`config.mk`:
```
export PLATFORM = sky130hd
export DESIGN_NAME = serial_frame_ctrl
export DESIGN_NICKNAME = d
export VERILOG_FILES = /design/src/rtl/serial_pkg.sv /design/src/rtl/sipo_shreg.sv /design/src/rtl/serial_frame_ctrl.sv
export SDC_FILE = /design/constraint.sdc
export NUM_CORES = 1
export LEC_CHECK = 0
export BUFFER_PORTS_ARGS = -buffer_cell sky130_fd_sc_hd__buf_2
export CORE_ASPECT_RATIO = 1.1
export CORE_MARGIN = 2
export CORE_UTILIZATION = 30
export CTS_BUF_LIST = sky130_fd_sc_hd__clkbuf_2 sky130_fd_sc_hd__clkbuf_4 sky130_fd_sc_hd__clkbuf_8
export DETAILED_ROUTE_END_ITERATION = 8
export GPL_TIMING_DRIVEN = 1
export PLACE_DENSITY = 0.55
export SYNTH_ARGS = -nofsm -noshare
export SYNTH_HDL_FRONTEND = slang
export SYNTH_SLANG_ARGS = --single-unit
```
`constraint.sdc`:
```
create_clock -name clk -period 1.57 [get_ports clk]
set_input_delay 0.314 -clock clk [delete_from_list [all_inputs] [get_ports clk]]
set_output_delay 0.314 -clock clk [all_outputs]
set_load 0.02 [all_outputs]
```
`src/rtl/serial_pkg.sv`:
```
// serial_pkg: shared state encoding and default frame width for the serial receiver.
package serial_pkg;
  typedef enum logic [1:0] {IDLE, SHIFT, STOP} frame_state_t;
  localparam int DEFAULT_DATA_W = 8;
endpackage

```
`src/rtl/sipo_shreg.sv`:
```
// sipo_shreg: serial-in/parallel-out shift register with selectable shift direction.
module sipo_shreg #(
  parameter int W = 8,
  parameter bit MSB_FIRST = 1'b1
) (
  input  logic         clk,
  input  logic         rst,
  input  logic         en,
  input  logic         si,
  output logic [W-1:0] q
);
  logic [W-1:0] q_q, q_d;
  always_comb q_d = !en ? q_q : MSB_FIRST ? {q_q[W-2:0], si} : {si, q_q[W-1:1]};
  always_ff @(posedge clk or negedge rst)
    if (!rst) q_q <= '0;
    else q_q <= q_d;
  assign q = q_q;
endmodule

```
`src/rtl/serial_frame_ctrl.sv`:
```
// serial_frame_ctrl: receives start/stop-framed words from si and presents them on a valid/ready port.
module serial_frame_ctrl import serial_pkg::*; #(
  parameter int DATA_W = DEFAULT_DATA_W,
  parameter bit MSB_FIRST = 1'b1
) (
  input  logic              clk,
  input  logic              rst,
  input  logic              si,
  input  logic              ready,
  output logic [DATA_W-1:0] data,
  output logic              valid,
  output logic              frame_err,
  output logic              overrun,
  output logic              busy
);
  localparam int CW = $clog2(DATA_W);
  frame_state_t state_q, state_d;
  logic [CW-1:0] cnt_q, cnt_d;
  logic [DATA_W-1:0] data_q, data_d, sh;
  logic valid_q, valid_d, fe_q, fe_d, ov_q, ov_d, busy_q, busy_d, shift_en;
  assign shift_en = state_q == SHIFT;
  sipo_shreg #(.W(DATA_W), .MSB_FIRST(MSB_FIRST)) u_shreg (
    .clk(clk), .rst(rst), .en(shift_en), .si(si), .q(sh)
  );
  always_comb begin
    state_d = state_q;
    cnt_d   = cnt_q;
    data_d  = data_q;
    valid_d = valid_q && !ready;
    fe_d    = 1'b0;
    ov_d    = 1'b0;
    if (state_q == IDLE && !si) begin
      state_d = SHIFT;
      cnt_d   = '0;
    end
    if (state_q == SHIFT) begin
      cnt_d = cnt_q + CW'(1);
      if (cnt_q == CW'(DATA_W - 1)) state_d = STOP;
    end
    // A commit on the stop edge wins over a same-edge consume.
    if (state_q == STOP) begin
      state_d = IDLE;
      if (!si) fe_d = 1'b1;
      else if (valid_q && !ready) ov_d = 1'b1;
      else begin
        data_d  = sh;
        valid_d = 1'b1;
      end
    end
    busy_d = state_d != IDLE;
  end
  always_ff @(posedge clk or negedge rst)
    if (!rst) begin
      state_q <= IDLE;
      cnt_q   <= '0;
      data_q  <= '0;
      valid_q <= 1'b0;
      fe_q    <= 1'b0;
      ov_q    <= 1'b0;
      busy_q  <= 1'b0;
    end else begin
      state_q <= state_d;
      cnt_q   <= cnt_d;
      data_q  <= data_d;
      valid_q <= valid_d;
      fe_q    <= fe_d;
      ov_q    <= ov_d;
      busy_q  <= busy_d;
    end
  assign data      = data_q;
  assign valid     = valid_q;
  assign frame_err = fe_q;
  assign overrun   = ov_q;
  assign busy      = busy_q;
endmodule
```
**After elaboration in Yosys (flattened, before gate mapping)**

Cells that the tools add are included.

- Flip-flop bits (word level): 25
- Bits of input ports: 4
- Output and inout port bits: 12
- Word-level logic and storage cells: 34

- Add/sub/neg operators: 1
- Equality and inequality tests: 3
- Multiplexer cells: 13
- Bitwise operators: 1
- Reduce and logical (&&, ||, !) cells: 8

Operators with widths:

| operator | count |
|---|---|
| $mux W2 | 4 |
| $mux W1 | 7 |
| $mux W3 | 2 |
| $reduce_bool A2 Y1 | 2 |
| $add A3 B1 Y3 const B | 1 |
| $eq A3 B3 Y1 const B | 1 |
| $reduce_and A3 Y1 | 1 |
| $eq A2 B1 Y1 const B | 1 |
| $eq A2 B2 Y1 const B | 1 |
| $logic_and A1 B1 Y1 | 2 |
| $logic_not A1 Y1 | 2 |
| $logic_not A2 Y1 | 1 |
| $not A1 Y1 | 1 |

**Depth between registers and ports, before layout**

Gate-level depths: netlist of run 1.

- Depth in word-level cells: 7
- Gate-level depth with buffers: 4
- Depth with buffers taken out: 4

**By module**

A second synthesis of run 1 with hierarchy kept.

- Cell total of the unflattened synthesis: 61
- Area total of the unflattened synthesis: 1033.5 um2

Modules (own cells, without submodules):

| module | times used | cells each | area each (um2) | sequential area each (um2) |
|---|---|---|---|---|
| serial_frame_ctrl | 1 | 44 | 701.9 | 425.4 |
| sipo_shreg | 1 | 17 | 331.6 | 200.2 |

**Worst setup path after synthesis of run 1**

OpenSTA, ideal clock, no wires.

- Path type: register to register
- Start: register valid_q (netlist: valid)
- End: register data_q[0] (netlist: data[0])
- Library setup time: 125 ps
- Arrival time: 1157 ps
- Required time: 1445 ps
- Path slack: 288 ps
- Stages on the path, launching flop included: 5
- Path buffers: 1
- Clock period less this slack: 1282 ps
- Path through: dfrtp_1 -> nand2b_4 -> nor2b_1 -> buf_4 -> mux2_2

- Word-level cells in the longest chain between the ends: 3

RTL lines:

| what | line | text |
|---|---|---|
| from (decl) | serial_frame_ctrl.sv:20 | `logic valid_q, valid_d, fe_q, fe_d, ov_q, ov_d, busy_q, busy_d, shift_en;` |
| from (signal assigned) | serial_frame_ctrl.sv:65 | `valid_q <= valid_d;` |
| $logic_and A1 B1 Y1 | serial_frame_ctrl.sv:44 | `else if (valid_q && !ready) ov_d = 1'b1;` |
| $not A1 Y1 (no line) | -- |  |
| $reduce_and A3 Y1 (no line) | -- |  |
| to (signal assigned) | serial_frame_ctrl.sv:64 | `data_q <= data_d;` |
| to (decl) | serial_frame_ctrl.sv:19 | `logic [DATA_W-1:0] data_q, data_d, sh;` |

No other way between the ends.
A chain may end at the register's enable or synchronous reset.

**Worst setup path in the final report of run 1**

- Start: register state_q[0]
- End: register data_q[2] (netlist: data[2])

- Word-level cells in the longest chain between the ends: 2

RTL lines:

| what | line | text |
|---|---|---|
| from (decl) | serial_frame_ctrl.sv:17 | `frame_state_t state_q, state_d;` |
| from (signal assigned) | serial_frame_ctrl.sv:62 | `state_q <= state_d;` |
| $eq A2 B2 Y1 | serial_frame_ctrl.sv:41 | `if (state_q == STOP) begin` |
| $reduce_and A3 Y1 (no line) | -- |  |

No other way between the ends.

==> results of run 1 <==
-- layout make-up --
type | instances | area (sq um)
Tap cell | 34 | 42.5
Clock inverter | 1 | 5.00
Sequential cell | 25 | 626
Timing Repair Buffer | 18 | 100
Inverter | 1 | 3.75
Multi-Input combinational cell | 33 | 308
Fill cell | 316 | 1940
Clock buffer | 3 | 22.5
-- worst reg2reg max path, stage by stage, from the launching register on --
cell	delay, ns
sky130_fd_sc_hd__dfrtp_1	0.41
sky130_fd_sc_hd__nand3b_1	0.20
sky130_fd_sc_hd__nor2b_1	0.13
sky130_fd_sc_hd__buf_4	0.18
sky130_fd_sc_hd__mux2_2	0.35
-- state kept, by name, summed over array words and instances, names as in the netlist --
register / count
data: 8
cnt_q: 3
state_q: 2
busy: 1
frame_err: 1
u_shreg.q: 8
valid: 1
overrun: 1
-- path summary, 6_finish.rpt --
kind | from | to | cells after the start
max reg2reg | state_q[0] | data[2] | 4
max in group asynchronous | rst | data[0] | 2
min | si | frame_err | 2
min in group asynchronous | rst | u_shreg.q[0] | 2
min reg2reg | state_q[0] | frame_err | 1
max | state_q[0] | data[2] | 4
-- timing repair --
action | CTS | global route
hold endpoints to repair | 25 | 0
hold buffers | 1 | 0
setup buffers | 0 | 0
-- cells in the final DEF (no fill, tap or decap) --
cell type,instances
sky130_fd_sc_hd__dfrtp_1,25
sky130_fd_sc_hd__mux2_2,17
sky130_fd_sc_hd__buf_2,15
sky130_fd_sc_hd__nor2_1,4
sky130_fd_sc_hd__clkbuf_4,3
sky130_fd_sc_hd__a22o_1,2
sky130_fd_sc_hd__ha_1,2
sky130_fd_sc_hd__buf_4,2
sky130_fd_sc_hd__inv_1,1
sky130_fd_sc_hd__o21ai_0,1
sky130_fd_sc_hd__a21boi_0,1
sky130_fd_sc_hd__nand3b_1,1
sky130_fd_sc_hd__nand2b_4,1
sky130_fd_sc_hd__nor3b_1,1
sky130_fd_sc_hd__nand2_1,1
sky130_fd_sc_hd__nor2b_1,1
sky130_fd_sc_hd__a21o_1,1
sky130_fd_sc_hd__clkinv_2,1
sky130_fd_sc_hd__dlygate4sd3_1,1
-- kinds of logic (layout without fill, tap and decap cells) --
group                    count (synthesis)  count (layout)  share of synthesized area (%)
AO/OA/AOI/OAI                            5               5                           3.94
adder cells (fa/ha/maj)                  2               2                           2.63
buffers and inverters                    3              23                           1.97
flip-flops                              25              25                           65.7
multiplexers                            17              17                           20.1
AND/OR/NAND/NOR                          9               9                           5.65
-- per-layer routing --
layer | track usage, % | share of wire (%)
met5 | 0 | 0
met4 | 6.10 | 1.9
met3 | 1.85 | 3.1
met1 | 11.9 | 48
met2 | 14.2 | 47
-- power by group --
group / leakage [nW] / switching [mW] / internal, mW
Clock: 0.0177 / 0.183 / 0.0951
Sequential: 0.302 / 0.158 / 0.923
Combinational: 0.219 / 0.380 / 0.422
-- synthesized netlist by cell type, drive strengths merged --
cell type | count | area share [%]
buf | 2 | 1.6
inv | 1 | 0.39
ha | 2 | 2.6
dfrtp | 25 | 66
a21boi | 1 | 0.79
a21o | 1 | 0.79
nor2b | 1 | 0.66
a22o | 2 | 1.8
nand3b | 1 | 0.79
nand2b | 1 | 1.4
mux2 | 17 | 20
o21ai | 1 | 0.53
nor3b | 1 | 0.79
nand2 | 1 | 0.39
nor2 | 4 | 1.6
==> flow_metrics.tcl, run 1 <==
set metrics [dict create \
    run_status "completed" \
    cap_viol_max_count 0 \
    cts.sink_count 25 \
    numCtsBuffers 3 \
    dpl.hpwl_um 937 \
    overflow 0 \
    final_core_util_pct 36.3 \
    drt_pre_antenna_iters 4 \
    post_layout_worst_setup_margin_ns 0.211 \
    clk_transition_reported_paths_ns 0.13 \
    drt-total-wl_mm 1.40 \
    placed_cells 110 \
    power.ir.vdd_worst_mv 0.660 \
    largest_net_degree_at_the_start_of_global_routing 26 \
    crit_path_max_incr_delay_ns 0.41 \
    place_area_sq_um 1070 \
    synthDistinctLibCells 15 \
    ws_path_type "reg -> reg" \
    summed_instance_area_of_the_synthesized_netlist_sq_um 952 \
    timing.clock.skew_ns 0.00462 \
    floorplan.die.height_um 63.1 \
    grt_setup_unrepaired "false" \
    number_of_pins_exceeding_their_max_slew_limit_in_the_final_report 0 \
    leakage_nw 0.539 \
    setup-tns-final_ns 0 \
    diodes 0 \
    crit_path_top_delay_cell "sky130_fd_sc_hd__dfrtp_1" \
    final_nets 88 \
    final_cells 115 \
    path_buf_inv 1 \
    routabilityCongestion 0.638 \
    wire_length_of_the_first_global_routing_pass_mm 2.56 \
    rrSetupSlack_ns 0.21 \
    final_instance_area_sq_um 1110 \
    fin_worst_hold_slack_ns 0.201 \
    worst_slew_margin_rel_pct 63.5 \
    layout_worst_path_cycle_share_pct 86.6 \
    cts_buffer_depth 2 \
    post_layout_minimum_cycle_time_ns 1.36 \
    cts_max_level 1 \
    fmaxAchievable_mhz 736 \
    ys_seq_elements 25 \
    vias_per_cell 4.54 \
    worst_skew_pair.late_latency_ns 0.31 \
    setup.worst_path.start_class "flop" \
    hold_viol 0 \
    grt_pass1_vias 575 \
    worstSetupEndpointType "flop" \
    tightest_slew_ns 0.547 \
    antenna_violating_nets_post_route 0 \
    worst_hold_path_type "in -> reg" \
    core_region_area_sq_um 3050 \
    power.density_cell_area_nw_per_um2 1950 \
    sequential_area_share_after_synthesis_pct 65.7 \
    start_util_pct 31.2 \
    cts-root-buf "sky130_fd_sc_hd__clkbuf_4" \
    timing.critical_path.arrival_ns 1.57 \
    floorplan.io_pins 16 \
    synth_nets 67 \
    crit_chain "nand3b_1 -> nor2b_1 -> buf_4 -> mux2_2" \
    dieArea_sq_um 3640 \
    grt_antenna_before_repair 0 \
    drt_drc_violations_left 0 \
    post-place-ws_ns 0.212 \
    routed_vias 522 \
    grt_usage_pct 9.35 \
    timing.critical_path.max_delay_family "flip-flops" \
    total_power_mw 2.16 \
    drt-initial-drc-count 7 \
    number_of_gates_given_a_new_drive_strength_after_cts 0 \
    post_drt_wl_per_cell_um 12.2 \
    die_x_um 57.7 \
    critical_path_peak_fanout 8 \
    synth_cells 61 \
    syn_to_final_growth_pct 16.3 \
    placement.io_buffers 15 \
    final_layout_size_suffix_gt1_share_pct 48.1 \
    synth_area_per_cell_sq_um 15.6 \
    setup_viol 0 \
    critical_path_required_ns 1.78 \
    fp-row-count 21 \
    tritoncts "done" \
    synthesis.yosys.warnings 0 \
]
(Power assumes the default switching activity.)
==> run 2, diff against run 1 <==
Settings changed: CORE_UTILIZATION 30 to 56, PLACE_DENSITY 0.55 to 0.86.
Clock period 1.57 ns to 1.3 ns, I/O delays scaled along.
==> run 2 against run 1 <==
  * The run now ends with setup timing left
  * First-iteration DRC count is 43% lower
  * Fmax is 0.94% higher
  * Design area is 3.8% higher
  * Clock-buffer cell count stayed put
  * Clock skew hardly changed
==> flow_metrics.tcl, run 2 (same netlist as run 1, synthesis figures left out) <==
set metrics [dict create \
    internal_power_mw 1.85 \
    routed_vias 537 \
    drt_pre_antenna_iters 2 \
    crit_path_top_delay_cell "sky130_fd_sc_hd__dfrtp_1" \
    tightest_slew_ns 0.539 \
    worst_skew_pair.late_latency_ns 0.31 \
    floorplan.die.height_um 47.2 \
    grt_setup_unrepaired "true" \
    power.ir.vdd_worst_mv 1.37 \
    cts_buffer_depth 2 \
    die_x_um 43.3 \
    final.fill_count 104 \
    final_core_util_pct 72.9 \
    pwr-share-comb_pct 40.2 \
    timing.critical_path.from "state_q[0]" \
    cts.sink_count 25 \
    fp-row-count 15 \
    vias_per_cell 5.26 \
    violations_in_the_final_reports "setup timing" \
    path_buf_inv 1 \
    critical_path_required_ns 1.50 \
    drt-initial-drc-count 4 \
    post_layout_worst_setup_margin_ns -0.0465 \
    ws_path_type "reg -> reg" \
    final_layout_size_suffix_gt1_share_pct 50.6 \
    setup.worst_path.start_class "flop" \
    largest_net_degree_at_the_start_of_global_routing 26 \
    cap_viol_max_count 0 \
    clock_power_share_pct 11.9 \
    seq_power_share_pct 47.9 \
    drt-total-wl_mm 1.52 \
    critical_path_peak_fanout 8 \
    cts_max_level 1 \
    setup_viol 8 \
    power.density_cell_area_nw_per_um2 2410 \
    regArea_sq_um 626 \
    final_nets 92 \
    placement.io_buffers 15 \
    crit_chain "nand3b_1 -> nor2b_1 -> buf_6 -> mux2_4" \
    worst_slew_margin_rel_pct 64.1 \
    clk_transition_reported_paths_ns 0.13 \
    numCtsBuffers 3 \
    floorplan.io_pins 16 \
    crit_path_max_incr_delay_ns 0.41 \
    timing.clock.skew_ns 0.00449 \
    grt_antenna_before_repair 0 \
    number_of_pins_exceeding_their_max_slew_limit_in_the_final_report 0 \
    cts-root-buf "sky130_fd_sc_hd__clkbuf_4" \
    routabilityCongestion 0.691 \
    core_region_area_sq_um 1580 \
    timing.critical_path.max_delay_family "flip-flops" \
    drt_drc_violations_left 0 \
    grt_usage_pct 15.6 \
    syn_to_final_growth_pct 20.8 \
    grt_pass1_vias 554 \
    run_status "finished, violations left" \
    diodes 0 \
    post_drt_wl_per_cell_um 14.9 \
    fmaxAchievable_mhz 743 \
    multiInputGateArea_sq_um 338 \
    hold_viol 0 \
    leakage_nw 0.579 \
    dieArea_sq_um 2050 \
    crit-reg2reg-launch "state_q[0]" \
    post_layout_minimum_cycle_time_ns 1.35 \
    final_instance_area_sq_um 1150 \
    start_util_pct 60.4 \
    place_area_sq_um 1070 \
    worst_hold_path_type "in -> reg" \
    tritoncts "done" \
    power_switching_uw 914 \
    min_from "ready" \
    wire_length_of_the_first_global_routing_pass_mm 2.24 \
    layout.cells.most_common "sky130_fd_sc_hd__dfrtp_1" \
    worstSetupEndpointType "flop" \
    netSwitchingFraction_pct 33.0 \
    layout_worst_path_cycle_share_pct 104 \
    timing.critical_path.arrival_ns 1.55 \
    antenna_violating_nets_post_route 0 \
    overflow 0 \
    mostFrequentLayoutCells "sky130_fd_sc_hd__dfrtp_1, sky130_fd_sc_hd__buf_2, sky130_fd_sc_hd__mux2_2" \
]
## run 2: layout make-up
cell class	instances	share of cell area [%]
timing repair buffer	22	11.6
multi-input combinational	33	29.4
clock inverter	1	0.435
tap	17	1.85
sequential	25	54.4
inverter	1	0.326
clock buffer	3	1.96
## run 2: metal layers
metal / vias up / global-route usage, % / wire, um
li1: 257 / - / -
met1: 268 / 17.9 / 642
met2: 10 / 27.5 / 811
met3: 2 / 2.31 / 56
met4: 0 / 10.9 / 12
met5: - / 0 / 0
## run 2: tightest hold or removal path, cell delays in order
cell and delay [ns]:
sky130_fd_sc_hd__buf_2 0.08, sky130_fd_sc_hd__nand2b_4 0.11, sky130_fd_sc_hd__nor2_1 0.03
## run 2: worst paths after layout
path	cells past startpoint	slack, ns	to
max	4	-0.05	data[1]
min	3	0.19	overrun
max reg2reg	4	-0.05	data[1]
min reg2reg	1	0.46	frame_err
max in group asynchronous	2	0.50	cnt_q[1]
min in group asynchronous	2	0.44	overrun
## run 2: what timing repair did
item | in CTS | in global routing
setup buffers | 1 | 0
hold endpoints to repair | 25 | 0
hold buffers | 1 | 0
setup endpoints to repair | 8 | 8
gates resized for setup | 0 | 9
## run 2: power groups by stage
stage | combinational (mW) | clock [mW] | sequential [mW]
after global placement | 1.01 | 0 | 1.31
final | 1.11 | 0.329 | 1.33
after CTS | 1.05 | 0.350 | 1.31
after floorplan | 0.565 | 0 | 1.46
after detailed placement | 1.04 | 0 | 1.33
after global routing | 1.22 | 0.366 | 1.37
## run 2: through the flow
stage               hold WS, ns  TNS [ns]  setup WS [ns]  instances  power, mW
detailed placement        0.270    -0.184        -0.0329         96       2.37
finish                    0.193    -0.283        -0.0465        102       2.77
floorplan               -0.0356         0         0.0182         61       2.03
CTS                       0.178    -0.109        -0.0223        102       2.71
global route              0.188    -0.857         -0.116        102       2.96
global placement          0.263   -0.0327        -0.0127         96       2.32
==> run 3, diff against run 2 <==
Settings changed: CORE_UTILIZATION 56 to 51, MAX_ROUTING_LAYER from default to met4, PLACE_DENSITY 0.86 to 0.83.
Clock period 1.3 ns to 1.2 ns, I/O delays scaled along.
==> run 3 against run 2 <==
  * Via count increased by 9.7%
  * Sequential power is 9% higher
  * The flow still finishes with violations (setup timing)
  * Total power up 15%
  * Setup slack worse by 0.14 ns
  * Highest routed layer unchanged
  * Die area increased by 8.9%
  * Sequential share of layout area decreased by 3.4 points
  * Clock power increased by 16%
  * Clock skew increased by 0.0063 ns
  * Register-to-register slack got worse by 0.14 ns
==> flow_metrics.tcl, run 3 (same netlist as run 1, synthesis figures left out) <==
set metrics [dict create \
    placement.io_buffers 15 \
    floorplan.io_pins 16 \
    pwr-share-comb_pct 42.6 \
    dpl.hpwl_mm 1.04 \
    setup.worst_path.start_class "flop" \
    internal_power_mw 2.12 \
    clock_power_share_pct 12.0 \
    tightest_slew_ns 0.525 \
    timing.critical_path.arrival_ns 1.58 \
    cts.sink_count 25 \
    overflow 0 \
    antenna_violating_nets_post_route 0 \
    timing.clock.skew_ns 0.0107 \
    placed_cells 99 \
    start_util_pct 54.0 \
    violations_in_the_final_reports "setup timing" \
    cts_buffer_depth 2 \
    routed_vias 589 \
    final.fill_count 128 \
    grt_pass1_vias 647 \
    power_switching_mw 1.06 \
    vias_per_cell 5.35 \
    fp-row-count 16 \
    netSwitchingFraction_pct 33.4 \
    cts-root-buf "sky130_fd_sc_hd__clkbuf_4" \
    critical_path_required_ns 1.40 \
    routabilityCongestion 0.703 \
    drt_drc_violations_left 0 \
    ws_path_type "reg -> reg" \
    reg2reg_depth 4 \
    crit_path_top_delay_cell "sky130_fd_sc_hd__dfrtp_1" \
    crit_path_max_incr_delay_ns 0.42 \
    final_cells 110 \
    drt-total-wl_mm 1.75 \
    timing.critical_path.max_delay_family "flip-flops" \
    final_nets 99 \
    power.density_cell_area_nw_per_um2 2590 \
    final_instance_area_sq_um 1230 \
    dieArea_sq_um 2230 \
    power.ir.vdd_worst_mv 1.30 \
    worst_hold_path_type "in -> reg" \
    grt_setup_unrepaired "true" \
    wire_length_of_the_first_global_routing_pass_mm 2.84 \
    post_layout_worst_setup_margin_ns -0.183 \
    cp.depth 4 \
    diodes 0 \
    critical_path_peak_fanout 8 \
    post_layout_minimum_cycle_time_ns 1.38 \
    place_area_sq_um 1090 \
    grt_usage_pct 18.6 \
    worstSetupEndpointType "flop" \
    hold_path_depth 3 \
    floorplan.die.height_um 49.3 \
    cts_max_level 1 \
    numCtsBuffers 3 \
    final_layout_size_suffix_gt1_share_pct 59.8 \
    cap_viol_max_count 0 \
    run_status "finished, violations left" \
    syn_to_final_growth_pct 29.2 \
    number_of_pins_exceeding_their_max_slew_limit_in_the_final_report 0 \
    layout_worst_path_cycle_share_pct 115 \
    post_drt_wl_per_cell_um 15.9 \
    layout.cells.most_common "sky130_fd_sc_hd__dfrtp_1" \
    die_x_um 45.2 \
    mostFrequentLayoutCells "sky130_fd_sc_hd__dfrtp_1, sky130_fd_sc_hd__buf_2, sky130_fd_sc_hd__buf_4" \
    worst_slew_margin_rel_pct 65.0 \
    clk_transition_reported_paths_ns 0.13 \
    largest_net_degree_at_the_start_of_global_routing 26 \
    setup_viol 18 \
    tritoncts "done" \
    fmaxAchievable_mhz 723 \
    grt_antenna_before_repair 0 \
    drt-initial-drc-count 6 \
    leakage_nw 0.612 \
    drt_pre_antenna_iters 3 \
    hold_viol 0 \
    worst_skew_pair.late_latency_ns 0.31 \
    crit_chain "nand3b_1 -> nor2b_2 -> buf_6 -> mux2_4" \
    seq_power_share_pct 45.4 \
    path_buf_inv 1 \
    core_region_area_sq_um 1760 \
]
## run 3: worst min-delay path: cells and delay by family
| family | cells | cell delay (ns) |
|---|---|---|
| buffers and inverters | 2 | 0.22 |
| AND/OR/NAND/NOR | 1 | 0.06 |
## run 3: metal layers
metal	global-route usage, %	up-vias	routed length [um]
li1	-	275	-
met3	2.22	6	45
met4	10.3	0	44
met1	21.0	295	730
met2	30.7	13	929
met5	-	-	0
## run 3: path summary, 6_finish.rpt
path | start | to | slack (ns)
setup / recovery | state_q[0] | data[7] | -0.18
hold / removal | si | frame_err | 0.23
setup reg to reg | state_q[0] | data[7] | -0.18
hold reg to reg | data[6] | data[6] | 0.52
max in group asynchronous | rst | valid | 0.40
min in group asynchronous | rst | cnt_q[2] | 0.42
## run 3: cell type report
type / instances / area, sq um / share of cell area, %
clock buffer: 4 / 30.0 / 2.44
multi-input combinational: 33 / 350 / 28.5
sequential: 25 / 627 / 51.0
tap: 18 / 22.5 / 1.83
timing repair buffer: 29 / 194 / 15.8
inverter: 1 / 6.26 / 0.509
## run 3: repair_timing
action | 4_1_cts | 5_1_grt
hold endpoints to repair | 25 | 0
setup buffers | 4 | 2
gates cloned | 0 | 1
resized for setup | 11 | 9
endpoints found under the setup margin | 16 | 21
pin swaps | 1 | 1
hold buffers | 1 | 0
## run 3: power groups by stage
stage	clock, mW	combinational, mW	sequential (mW)
2_1_floorplan	0	0.612	1.59
3_3_place_gp	0	1.08	1.42
3_5_place_dp	0	1.13	1.45
4_1_cts	0.396	1.29	1.44
5_1_grt	0.431	1.47	1.50
6_report	0.382	1.36	1.45
## run 3: per-stage QoR
stage               utilization [%]  setup TNS, ns  power (mW)  worst slack (ns)  hold slack (ns)
CTS                            68.1          -1.17        3.13            -0.132            0.200
detailed placement             61.8         -0.997        2.58            -0.123            0.245
global placement               61.8         -0.646        2.50           -0.0862            0.246
floorplan                         -         -0.524        2.20           -0.0587          -0.0556
global route                   69.8          -3.10        3.40            -0.225            0.206
finish                         69.8          -2.41        3.19            -0.183            0.229
